==> config.mk <==
export PLATFORM = sky130hd
export DESIGN_NAME = regfile_onehot
export DESIGN_NICKNAME = d
export VERILOG_FILES = /design/src/rtl/regfile_onehot.sv
export SDC_FILE = /design/constraint.sdc
export NUM_CORES = 2
export LEC_CHECK = 0
export CORE_ASPECT_RATIO = 1.4
export CORE_MARGIN = 4
export CORE_UTILIZATION = 43
export DETAILED_ROUTE_END_ITERATION = 7
export GPL_ROUTABILITY_DRIVEN = 0
export SETUP_SLACK_MARGIN = 0.4
export SLEW_MARGIN = 20
export SYNTH_ARGS = -nofsm -noshare
export SYNTH_HDL_FRONTEND = slang
export SYNTH_SLANG_ARGS = --single-unit
==> constraint.sdc <==
create_clock -name clk -period 7.2 [get_ports clk]
set_input_delay 1.44 -clock clk [delete_from_list [all_inputs] [get_ports clk]]
set_output_delay 1.44 -clock clk [all_outputs]
set_load 0.01 [all_outputs]
==> src/rtl/regfile_onehot.sv <==
// Register file written through a one-hot select, read through two registered binary-address ports.
// Optional write-first read bypass is enabled by defining REGFILE_BYPASS_EN.
module regfile_onehot #(
  parameter int n        = 5,
  parameter int m        = 32,
  parameter int w        = 32,
  parameter int zero_reg = 1
) (
  input  logic         clk,
  input  logic         rst,
  input  logic         wr_en,
  input  logic [m-1:0] wr_sel,
  input  logic [w-1:0] wr_data,
  input  logic [n-1:0] rd_addr_a,
  output logic [w-1:0] rd_data_a,
  input  logic [n-1:0] rd_addr_b,
  output logic [w-1:0] rd_data_b,
  output logic         sel_err
);

  if (m != (1 << n)) begin : g_bad_geometry
    $error("regfile_onehot: m (%0d) must equal 2**n (n=%0d)", m, n);
  end

  // A select is legal only if it is non-zero and clearing its lowest set bit leaves nothing.
  function automatic logic is_onehot(input logic [m-1:0] v);
    logic [m-1:0] low_cleared;
    low_cleared = v & (v - {{(m-1){1'b0}}, 1'b1});
    return (v != {m{1'b0}}) && (low_cleared == {m{1'b0}});
  endfunction

  logic [w-1:0] regs [m];
  logic         sel_ok;
  logic         wr_valid;
  logic         wr_bad;
  logic [m-1:0] wr_mask;
  logic [w-1:0] rd_next_a;
  logic [w-1:0] rd_next_b;

  // Qualify the select; wr_mask holds the single register that will actually change this edge.
  always_comb begin
    sel_ok   = is_onehot(wr_sel);
    wr_valid = wr_en & sel_ok;
    wr_bad   = wr_en & ~sel_ok;
    wr_mask  = {m{1'b0}};
    if (wr_valid) begin
      wr_mask = wr_sel;
    end else begin
      wr_mask = {m{1'b0}};
    end
    if (zero_reg != 0) begin
      wr_mask[0] = 1'b0;
    end else begin
      wr_mask[0] = wr_mask[0];
    end
  end

  // Register array update.
  always_ff @(posedge clk) begin
    if (rst) begin
      for (int i = 0; i < m; i++) begin
        regs[i] <= {w{1'b0}};
      end
    end else begin
      for (int i = 0; i < m; i++) begin
        if (wr_mask[i]) begin
          regs[i] <= wr_data;
        end else begin
          regs[i] <= regs[i];
        end
      end
    end
  end

  // Next read data for both ports; wr_mask already excludes dropped and zero-register writes.
  always_comb begin
    rd_next_a = regs[rd_addr_a];
    rd_next_b = regs[rd_addr_b];
`ifdef REGFILE_BYPASS_EN
    if (wr_mask[rd_addr_a]) begin
      rd_next_a = wr_data;
    end else begin
      rd_next_a = regs[rd_addr_a];
    end
    if (wr_mask[rd_addr_b]) begin
      rd_next_b = wr_data;
    end else begin
      rd_next_b = regs[rd_addr_b];
    end
`endif
    if ((zero_reg != 0) && (rd_addr_a == {n{1'b0}})) begin
      rd_next_a = {w{1'b0}};
    end else begin
      rd_next_a = rd_next_a;
    end
    if ((zero_reg != 0) && (rd_addr_b == {n{1'b0}})) begin
      rd_next_b = {w{1'b0}};
    end else begin
      rd_next_b = rd_next_b;
    end
  end

  // Registered read ports and the sticky select-error flag.
  always_ff @(posedge clk) begin
    if (rst) begin
      rd_data_a <= {w{1'b0}};
      rd_data_b <= {w{1'b0}};
      sel_err   <= 1'b0;
    end else begin
      rd_data_a <= rd_next_a;
      rd_data_b <= rd_next_b;
      if (wr_bad) begin
        sel_err <= 1'b1;
      end else begin
        sel_err <= sel_err;
      end
    end
  end

endmodule

After elaboration in Yosys (flattened, before gate mapping)
Memory sizes are Yosys's and may differ from the RTL's. A register that Yosys moved wholly into a read port is not among the register bits.
Cells that the tools add are included.
{"block": "word_totals", "output_inout_bits": 65, "n_memories": 1, "regBits": 1, "input_bits": 77, "ram_bits": 1024}
{"block": "classes", "bitwise_logic": 67, "n_addsub": 1, "n_reduce_logical": 39, "n_eq_ne": 32, "mux": 253}
{"name": "regs", "words": 32, "word_bits": 32, "read_ports": 2, "rd_ports_with_merged_regs": 2, "wr": 32, "line": "32", "text": "logic [w-1:0] regs [m];"}
{"operator": "two-way mux 32 bit", "n": 64}
{"operator": "two-way mux 1 bit", "n": 189}
{"operator": "AND reduction 2 bit", "n": 32}
{"operator": "bitwise OR 1 bit", "n": 63}
{"operator": "bitwise AND 32 bit", "n": 1}
{"operator": "logical NOT 32 bit", "n": 1}
{"operator": "inequality test 0 bit", "n": 32}
{"operator": "nonzero test 32 bit", "n": 1}
{"operator": "subtractor 32 x 1 -> 32 bit (second input constant)", "n": 1}
{"operator": "logical NOT 5 bit", "n": 2}
{"operator": "OR reduction 2 bit", "n": 2}
{"operator": "bitwise AND 1 bit", "n": 2}
{"operator": "logical AND 1 bit", "n": 1}
{"operator": "NOT 1 bit", "n": 1}

Depth between registers and ports, before layout
{"block": "logic_depth", "depth_word": 11, "ltp_mapped": 9, "ltp_nobuf": 7}

Worst setup path after synthesis
Ideal clock, no wire load.
{"block": "synth_timing", "kind": "input -> register", "from": "input port wr_sel[7]", "to": "memory regs[18][0] (enable)", "cell_stages": 9, "path_buffers": 2, "slack_ns": 1.517, "arrival_ns": 5.255, "setup_ns": 0.428, "cell_sequence": "nor4_2 nand4_2 or3_1 o32a_1 nor4_2 nand4_4 buf_8 buf_8 o21bai_1"}
{"element": "from (decl)", "line": "12", "text": "input logic [m-1:0] wr_sel,"}
{"element": "to (decl)", "line": "32"}

==> impl_metrics.toml <==
[timing]
slew_headroom_pct = 26.3
skew_ns = 0.0239
post-route-period-util_pct = 74.3
period_needed_ns = 5.35
fmax_ghz = 0.187
final_max_slew_viol_count = 0
finalWorstSetupSlack_ns = 1.85
tightest_slew_ns = 1.11
rsz0062_at_grt = "false"
hold_violations = 0
tns_ns = 0
setup_viol = 0

[power_and_ir_drop]
p_leak_nw = 19.0
total_power_mw = 15.0
powerDensity_nw_per_um2 = 244
irDropWorstVdd_mv = 0.170

[clock_tree]
cts_inserted_buffers = 104
insertion_delay_ns = 0.73
cts_resized = 0
cts_num_sinks = 1057
ctsLongestPathBuffers = 3
path_clk_slew_ns = 0.06
clock-root-buffer = "clkbuf_16"
cts_hold_buf = 0
htreeDepth = 3
post-cts-setup-buffer-count = 0
cts_tree = "yes"

[drt]
wl_mm = 175
routedWlPerCell_um = 36.9
met1Wirelength_mm = 65.5
wl_met3_mm = 13.8
dr.first_iter.drc_count = 3837
dr_wl_met2_mm = 88.5
vias = 31500
drtAntennaViolNets = 0
dr.pass1.iters = 8
drc = 0
route.top_layer_used = "met4"
vias_per_cell = 6.67

[synthesis]
syn_avg_cell_area_sq_um = 18.3
ys.warnings.count = 0
ys_ff_latch = 1057
synth_edf_count = 992
syn-cell-area_sq_um = 54700
synth.distinct_cells = 49
ys.flop_type = "edfxtp_1"
async_reset_ff_share_pct = 0
yosysSeqAreaShare_pct = 56.8
netlist_instances = 2988
syn-num-nets = 3065

[setup_path]
path_cells = "clkdlybuf4s50_1 > nor4_2 > nand4_2 > or3_1 > o32a_1 > nor4_2 > nand4_4 > buf_12 > buf_4 > buf_12 > nor3_1"
cp_slowest_cell = "clkdlybuf4s50_1"
required_ns = 7.75
path_max_fanout = 149
worstSetupStartpointType = "input pin"
critPathCaptureType = "flop"
critical_path.max_stage_delay_ns = 0.55
crit_type = "in2reg"
cp.arrival_ns = 5.90

[die]
die_h_um = 430
core-area_sq_um = 126000
dieWidth_um = 309
pin_count = 142
initial_utilization_pct = 43.3
die-area_sq_um = 133000
rows = 154

[finish]
final_cell_area_sq_um = 61200
drive_gt1_share_pct = 49.3
nets = 3073
register_area_sq_um = 31100
multi_input_area_sq_um = 21800
area_delta_synth_final_pct = 11.9
n_fill_cell = 10300
fin_cells = 4728

[placed_design]
port_buffers = 141
dpl_cell_area_sq_um = 57700
place_hpwl_mm = 95.9
place_inst = 4528
pre_cts_ws_ns = 1.30

[global_route]
grt_usage_pct = 26.2
grt_pass1_vias = 33000
grt_max_degree = 150
antenna_found_initial = 1
overflow = 0
grt_pass1_wl_mm = 246

[hold_path]
hold_path.class = "reg2reg"

[flow_run]
cap_violations = 0

[outcome]
outcome = "finished, final reports clean"
==> where the power goes <==
| group | leakage (nW) | switching (mW) | internal [mW] | total [mW] |
|---|---|---|---|---|
| clock | 1.69 | 2.45 | 3.14 | 5.59 |
| sequential | 10.0 | 0.193 | 7.15 | 7.34 |
| combinational | 7.27 | 1.14 | 0.891 | 2.03 |
| total | 19.0 | 3.78 | 11.2 | 15.0 |
==> layout make-up <==
type / count / area share [%]
inverter: 65 / 0.399
clock inverter: 69 / 1.06
timing repair buffer: 252 / 4.12
multi-input combinational: 1516 / 35.7
tap: 1638 / 3.35
antenna: 2 / 0.00818
sequential: 1057 / 50.8
clock buffer: 129 / 4.59
==> cells by family after synthesis <==
group                    synth area share [%]
buffers and inverters                    3.85
AO/OA/AOI/OAI                            2.05
AND/OR/NAND/NOR                          11.0
flip-flops                               56.8
adder cells (fa/ha/maj)                0.0366
multiplexers                             26.2
==> critical path: cells and delay by family <==
kind | cells | cell delay [ns]
buffers and inverters | 4 | 1.62
AO/OA/AOI/OAI | 1 | 0.38
AND/OR/NAND/NOR | 6 | 2.24
==> routing by layer <==
layer | vias to the layer above | global-route usage (%)
met4 | 0 | 9.57
met3 | 343 | 4.46
met1 | 17100 | 34.1
li1 | 12400 | -
met2 | 1699 | 44.3
met5 | - | 0
==> cells in the final DEF (no fill, tap or decap), types with 3 or more instances in the layout <==
| master | instances |
|---|---|
| buf_12 | 22 |
| nand2b_1 | 20 |
| nand2_1 | 5 |
| clkbuf_8 | 7 |
| inv_6 | 4 |
| buf_2 | 3 |
| clkbuf_1 | 16 |
| clkbuf_16 | 106 |
| a2111oi_0 | 4 |
| a22o_1 | 64 |
| nand2b_2 | 12 |
| a21oi_1 | 6 |
| bufinv_16 | 10 |
| mux4_2 | 576 |
| inv_2 | 31 |
| nor3_1 | 35 |
| mux2_2 | 64 |
| inv_1 | 34 |
| clkinv_1 | 23 |
| nor4_1 | 3 |
| clkinv_2 | 23 |
| mux2i_1 | 64 |
| nor2_1 | 69 |
| edfxtp_1 | 992 |
| or4_1 | 6 |
| nor4_2 | 4 |
| clkdlybuf4s50_1 | 130 |
| nor3_2 | 517 |
| buf_8 | 4 |
| nand4_1 | 3 |
| o21ai_0 | 6 |
| dfxtp_1 | 65 |
| clkinvlp_4 | 4 |
| o21bai_4 | 33 |
| buf_4 | 91 |
==> state kept, by name, indices dropped and copies added, names as in the netlist <==
| register | flops |
|---|---|
| rd_data_a | 32 |
| rd_data_b | 32 |
| sel_err | 1 |
| regs | 992 |
==> worst paths after layout <==
check / slack, ns / endpoint / cells past startpoint / start
worst min-delay path: 0.45 / sel_err$_SDFFE_PP0P_ / 2 / sel_err$_SDFFE_PP0P_
worst max register to register: 4.80 / rd_data_a[0]$_SDFF_PP0_ / 4 / regs[15][0]$_SDFFCE_PN0P_
worst max-delay path: 1.85 / regs[17][5]$_SDFFCE_PN0P_ / 11 / wr_sel[7]
worst min register to register: 0.45 / sel_err$_SDFFE_PP0P_ / 2 / sel_err$_SDFFE_PP0P_
==> through the flow <==
stage / hold slack, ns / util (%)
5_1_grt: 0.485 / 48.5
6_report: 0.452 / 48.5
3_5_place_dp: 0.446 / 45.7
4_1_cts: 0.458 / 48.5
3_3_place_gp: 0.458 / 45.7
2_1_floorplan: 0.470 / -
==> cell usage after synthesis, types with 2 or more instances <==
cell	number	area share, %
nor4_1	3	0.034
clkbuf_1	208	1.4
a2111oi_0	4	0.064
o21ai_0	6	0.055
buf_6	48	0.99
a2bb2oi_1	2	0.032
o21bai_2	27	0.56
buf_1	73	0.50
mux4_2	576	24
inv_1	50	0.34
buf_8	15	0.41
buf_2	2	0.018
o41ai_1	2	0.032
a21oi_1	6	0.055
nor3_2	517	9.5
nor2_1	69	0.47
dfxtp_1	65	2.4
dlygate4sd1_1	2	0.032
nor3_1	35	0.32
mux2i_1	64	1.2
maj3_1	2	0.037
inv_2	15	0.10
nor2b_1	2	0.023
a22o_1	64	1.0
nand2b_1	32	0.37
nand2_1	5	0.034
edfxtp_1	992	54
nand4_1	3	0.034
mux2_2	64	1.3
nor4_2	4	0.091
or4_1	6	0.082
o21bai_1	6	0.082
nand3_1	2	0.018
buf_4	2	0.027
Note: power is estimated with default switching activity, not from simulation.
